`src/rtl/pc_fetch.sv`:
```
// pc_fetch: single-outstanding instruction fetch FSM with a one-entry skid register.
// Optional PC_MISALIGN_CHK_EN registers a one-cycle misalign_o pulse on misaligned redirects.
module pc_fetch #(
   parameter logic [31:0] RESET_PC = 32'h0000_0000
) (
   input  logic        clk,
   input  logic        rst,
   input  logic        stall_i,
   input  logic        branch_flag_i,
   input  logic [31:0] branch_addr_i,
   output logic        ibus_req_o,
   output logic [31:0] ibus_addr_o,
   input  logic        ibus_gnt_i,
   input  logic        ibus_rvalid_i,
   input  logic [31:0] ibus_rdata_i,
   output logic [31:0] if_pc,
   output logic [31:0] if_inst,
   output logic        if_valid,
   output logic        misalign_o
);
   typedef enum logic [2:0] {IDLE, REQ, WAIT, HOLD, DROP} state_e;
   state_e state_q;
   logic [31:0] pc_q, if_pc_q, if_inst_q, skid_pc_q, skid_inst_q, tgt;
   logic if_valid_q, hs, free, take, pop;
   assign ibus_req_o = state_q == REQ && (!stall_i || !if_valid_q);
   assign ibus_addr_o = ibus_req_o ? pc_q : 32'h0;
   assign hs = ibus_req_o && ibus_gnt_i;
   assign free = !if_valid_q || !stall_i;
   assign tgt = branch_addr_i & ~32'h3;
   assign take = state_q == WAIT && ibus_rvalid_i && free;
   assign pop = state_q == HOLD && !stall_i;
   assign if_pc = if_pc_q;
   assign if_inst = if_inst_q;
   assign if_valid = if_valid_q;
   always_ff @(posedge clk) begin
      if (rst) begin
         state_q     <= IDLE;
         pc_q        <= RESET_PC;
         if_pc_q     <= 32'h0;
         if_inst_q   <= 32'h0;
         if_valid_q  <= 1'b0;
         skid_pc_q   <= 32'h0;
         skid_inst_q <= 32'h0;
      end else if (branch_flag_i) begin
         // a response still owed by the bus must be swallowed before refetching
         state_q     <= (hs || ((state_q == WAIT || state_q == DROP) && !ibus_rvalid_i)) ? DROP : REQ;
         pc_q        <= tgt;
         if_valid_q  <= 1'b0;
         if_inst_q   <= 32'h0;
         skid_pc_q   <= 32'h0;
         skid_inst_q <= 32'h0;
      end else begin
         case (state_q)
            IDLE: state_q <= REQ;
            REQ:  if (hs) state_q <= WAIT;
            WAIT: if (ibus_rvalid_i) begin
               state_q     <= free ? REQ : HOLD;
               pc_q        <= pc_q + 32'd4;
               skid_pc_q   <= pc_q;
               skid_inst_q <= ibus_rdata_i;
            end
            HOLD: if (!stall_i) state_q <= REQ;
            DROP: if (ibus_rvalid_i) state_q <= REQ;
            default: state_q <= IDLE;
         endcase
         if (take) begin
            if_pc_q    <= pc_q;
            if_inst_q  <= ibus_rdata_i;
            if_valid_q <= 1'b1;
         end else if (pop) begin
            if_pc_q    <= skid_pc_q;
            if_inst_q  <= skid_inst_q;
            if_valid_q <= 1'b1;
         end else if (!stall_i) begin
            if_valid_q <= 1'b0;
            if_inst_q  <= 32'h0;
         end
      end
   end
`ifdef PC_MISALIGN_CHK_EN
   logic misalign_q;
   always_ff @(posedge clk) misalign_q <= rst ? 1'b0 : branch_flag_i && |branch_addr_i[1:0];
   assign misalign_o = misalign_q;
`else
   assign misalign_o = 1'b0;
`endif
endmodule
```
`config.mk`:
```
export PLATFORM = sky130hd
export DESIGN_NAME = pc_fetch
export DESIGN_NICKNAME = d
export VERILOG_FILES = /design/src/rtl/pc_fetch.sv
export SDC_FILE = /design/constraint.sdc
export NUM_CORES = 1
export LEC_CHECK = 0
export ABC_AREA = 1
export CORE_MARGIN = 2
export CORE_UTILIZATION = 33
export DETAILED_ROUTE_END_ITERATION = 8
export GPL_ROUTABILITY_DRIVEN = 1
export GPL_TIMING_DRIVEN = 1
export HOLD_SLACK_MARGIN = 0.1
export PLACE_DENSITY_LB_ADDON = 0.2
export SETUP_SLACK_MARGIN = 0.3
export SLEW_MARGIN = 20
export SYNTH_ARGS = -nofsm -noshare
export SYNTH_HDL_FRONTEND = slang
export SYNTH_SLANG_ARGS = --single-unit
```
`constraint.sdc`:
```
create_clock -name clk -period 4.35 [get_ports clk]
set_input_delay 0.6525 -clock clk [delete_from_list [all_inputs] [get_ports clk]]
set_output_delay 0.6525 -clock clk [all_outputs]
set_load 0.03 [all_outputs]
```
Word level (Yosys, flattened, before mapping)
Index checks and enable logic that the tools add are counted.
{ "totals": {"in_bits": 70, "out_inout_bits": 99, "register_bits": 164, "elab_cells": 60} }
{ "classes": {"addsub": 1, "bitwise_logic": 1, "mux": 20, "reduce_logical": 21, "eq_ne": 9} }
{ "ops": {"columns": ["op", "n"], "rows": [
  ["32-bit 2-to-1 mux", 9],
  ["32-bit by 3-bit adder with 32-bit output, second input constant", 1],
  ["3-bit 2-to-1 mux", 6],
  ["3-bit one-hot mux with 5 select lines", 1],
  ["3-bit != test, second input constant", 4],
  ["3-bit by 2-bit == test with 1-bit output, second input constant", 2],
  ["1-bit logical AND", 6],
  ["2-bit AND reduction", 3],
  ["2-bit nonzero test", 3],
  ["4-bit AND reduction", 1],
  ["3-bit by 1-bit == test with 1-bit output, second input constant", 1],
  ["3-bit == test, second input constant", 1],
  ["1-bit zero test", 3],
  ["3-bit zero test", 1],
  ["1-bit logical OR", 3],
  ["1-bit 2-to-1 mux", 3],
  ["3-bit by 1-bit != test with 1-bit output, second input constant", 1],
  ["2-bit 2-to-1 mux", 1],
  ["2-bit OR reduction", 1],
  ["1-bit inverter", 1]
]} }

Longest topological paths before layout
{ "depth": {"word_depth": 7, "ltp_mapped": 10, "mapped_depth_nobuf": 9} }

Worst setup path before layout
OpenSTA, ideal clock, no wires.
{ "synth_timing": {"path_type": "input -> output", "from": "input port stall_i", "to": "output port ibus_addr_o[22]", "n_path_buf": 1, "required_ps": 3697, "arrival_time_ps": 1526, "slack_ps": 2172, "cell_stages": 4, "path_cell_list": "nand2_1 -> nand2_1 -> clkbuf_1 -> nor2_1"} }
{ "synth_via": {"elab_chain_len": 4} }
{ "synth_lines": {"columns": ["item", "line_no", "text"], "rows": [
  ["start: declaration", "8", "input logic stall_i,"],
  ["1-bit zero test", null, null],
  ["1-bit logical OR", "25", "assign ibus_req_o = state_q == REQ && (!stall_i || !if_valid_q);"],
  ["1-bit logical AND", "25", null],
  ["32-bit 2-to-1 mux", "26", "assign ibus_addr_o = ibus_req_o ? pc_q : 32'h0;"],
  ["end: declaration", "12", "output logic [31:0] ibus_addr_o,"]
]} }
No other way between the ends.

Final worst setup path
{ "layout_timing": {"from": "input port stall_i", "to": "output port ibus_addr_o[15]"} }
Same word-level chain as after synthesis.

==> summary.txt <==
Synth
  • Mapped Cells: 1,058
  • YS warnings: 0
  • Post-synth cell types: 38
  • Synth Cell Area: approximately 7500 sq um
  • Share of the synthesized area in the top cell type: 0.4215
  • Mean Syn Cell Area: just over 7 sq um
  • Seq/Total Area, Yosys: 0.4215
  • Post-synth EDFFs: 0
  • Synth area leaders: dfxtp_1 42%, nand2_1 13%, o21ai_0 8.1%
  • Fraction of registers with async set/reset: 0
  • Cell with the most instances after synthesis: nand2_1
  • Synth top cells by count: 262 x nand2_1, 158 x dfxtp_1, 121 x o21ai_0
  • Seq cells post-synth: 158
  • Area leader, netlist: dfxtp_1
  • Top FF cell, synth: dfxtp_1

Critical path
  • CP Capture Type: output pin
  • CP startpoint kind: primary input
  • WP data required: 3.70 ns
  • Worst EP arrival: 2.58 ns
  • Critical path class: primary input to output pin
  • CP max FO: 31

Drt
  • Via count: 7,189
  • Antenna-violating nets left: 0
  • Mean routed wirelength per cell: 15.13 microns
  • TritonRoute pass-1 iters: 5
  • Initial drt markers: around 410
  • WL final: ~22,000 microns
  • Post-route DRC violation count: 0
  • Vias per inst: between 4 and 5

STA
  • Max-slew headroom: 0.4169
  • F_max: 0.3091 GHz
  • Final hold violations: 0
  • Skew final: 0.01193 ns
  • Setup violations, final: 0
  • Final Slew Violations: 0
  • RSZ-0062 raised after global routing: false
  • Setup TNS: 0 ns
  • Worst Tran Pin Value: 0.8719 ns
  • Final setup margin: 1.115 ns
  • Tmin final: 3.235 ns
  • Final period utilization: 0.7438

Final layout
  • Layout area overhead: 30.85%
  • Non-Filler Instances: approximately 1,500
  • Nets: 1,258
  • Diodes inserted: 0
  • Fraction of layout cells with a size suffix above 1: 0.09417
  • Design area: 9818 sq um

Global route
  • Largest net degree at the start of global routing: 83
  • Total GRT Usage: 0.1863
  • Vias in the first global route: 6,543
  • Grt ovf: 0
  • Initial antenna violation count: 0
  • First-pass GRT wire length: 35,460 microns

CTS
  • Hold-fix buffers, CTS: 0
  • Post-CTS sizing: 0
  • Max Root-Sink Buffers: 2
  • Clk Latency, worst-skew pair: 0.43 ns
  • CTS tree: built
  • CTS Buf Count: 17
  • CTS sink cnt: 158
  • Number of buffers added for setup after CTS: 0
  • CTS clk-pin slew, worst paths: 0.07 ns
  • H-tree Lvls: 4
  • Root Driver: clkbuf_16

Pwr
  • Static leakage: between 3 and 4 nW
  • Worst VDD drop: 0.0001794 V
  • Final Power: 3.327 mW
  • PwrDens: about 340 nW/um^2

Die
  • Die area: 23,960 sq um
  • Die Span X: 154.8 microns
  • Initial Utilization: 0.3334
  • Core area: between 20,000 and 25,000 sq um
  • Std cell rows: 55
  • Die H: 154.8 microns
  • Top-Level Pins: 169

Job
  • Max_cap viols: 0

Place
  • DP HPWL: between 15,000 and 20,000 microns
  • Port Buffers: approximately 160
  • Placed insts: 1,453
  • GPL Wtd Cong: 0.9020
  • Dpl ws: 1.092 ns
  • Post-place instance area: 9214 sq um

Worst hold path
  • HP Class: flip-flop to flip-flop

Status
  • Outcome: completed
final timing paths:
check                                     start               to  cells past startpoint  slack, ns
worst max-delay path                    stall_i  ibus_addr_o[15]                      6       1.11
worst min-delay path            skid_inst_q[13]  skid_inst_q[13]                      2       0.45
worst max register to register       state_q[0]        if_pc[12]                      7       1.90
worst min register to register  skid_inst_q[13]  skid_inst_q[13]                      2       0.45
power by group:
| group | switching [mW] | leakage, nW | internal [mW] |
|---|---|---|---|
| clock network | 0.669 | 0.282 | 0.864 |
| registers | 0.0209 | 1.28 | 1.47 |
| logic | 0.190 | 1.72 | 0.115 |
layout by cell type, fill, tap and decap left out, types with 7 or more instances in the layout:
cell type / synthesis / routed
a211oi_1: 7 / 7
inv_1: 82 / 82
nand2_1: 262 / 262
a22oi_2: 10 / 10
a31oi_1: 7 / 7
nor2_1: 111 / 111
nand3_1: 40 / 40
clkdlybuf4s50_1: 0 / 160
a21oi_2: 40 / 40
a21oi_1: 92 / 92
a22oi_1: 7 / 7
buf_4: 10 / 13
o21ai_1: 20 / 20
clkbuf_16: 0 / 17
dfxtp_1: 158 / 158
o21ai_0: 121 / 121
metrics by stage:
step           utilization  hold slack [ns]
6_report            0.4363           0.4489
5_1_grt             0.4363           0.4623
4_1_cts             0.4363           0.4519
3_5_place_dp        0.4095           0.4417
3_3_place_gp        0.4095           0.4345
2_1_floorplan            -           0.4245
state kept, by name (all words and copies together) (netlist names):
| signal | count |
|---|---|
| state_q | 3 |
| if_inst | 32 |
| pc_q | 30 |
| skid_pc_q | 30 |
| skid_inst_q | 32 |
| if_pc | 30 |
| if_valid | 1 |
logic make-up (layout without fill, tap and decap cells):
family / count (synthesis) / in the layout / share of synthesized area
other cells: 1 / 5 / 0.0004998
xor+xnor: 5 / 5 / 0.005836
simple gates: 432 / 432 / 0.2358
flops: 158 / 158 / 0.4215
fa+ha+maj: 1 / 1 / 0.001667
buf+inv: 155 / 293 / 0.09288
compound gates: 306 / 306 / 0.2418
critical path, cell delays in order:
cell             delay [ns]
clkdlybuf4s50_1        0.60
nand2_1                0.19
nand2_1                0.11
buf_4                  0.32
nor2_1                 0.07
clkdlybuf4s50_1        0.63
layer usage:
metal / part of all wire / vias to the layer above / track usage / routed length [microns]
li1: - / 3702 / - / -
met5: 0 / - / 0 / 0
met3: 0.034 / 16 / 0.02858 / 764
met2: 0.44 / 147 / 0.2825 / 9858
met1: 0.52 / 3324 / 0.2724 / 11580
met4: 0.012 / 0 / 0.05644 / 268
area by class of cell:
class,instances,area (sq um)
fillers,2336,12680
clock inverters,15,178.9
flip-flops and latches,158,3163
well taps,285,356.6
inverters,87,326.6
clock buffers,17,425.4
repair buffers,174,1704
multi-input cells,749,3664
(Power assumes the default switching activity.)
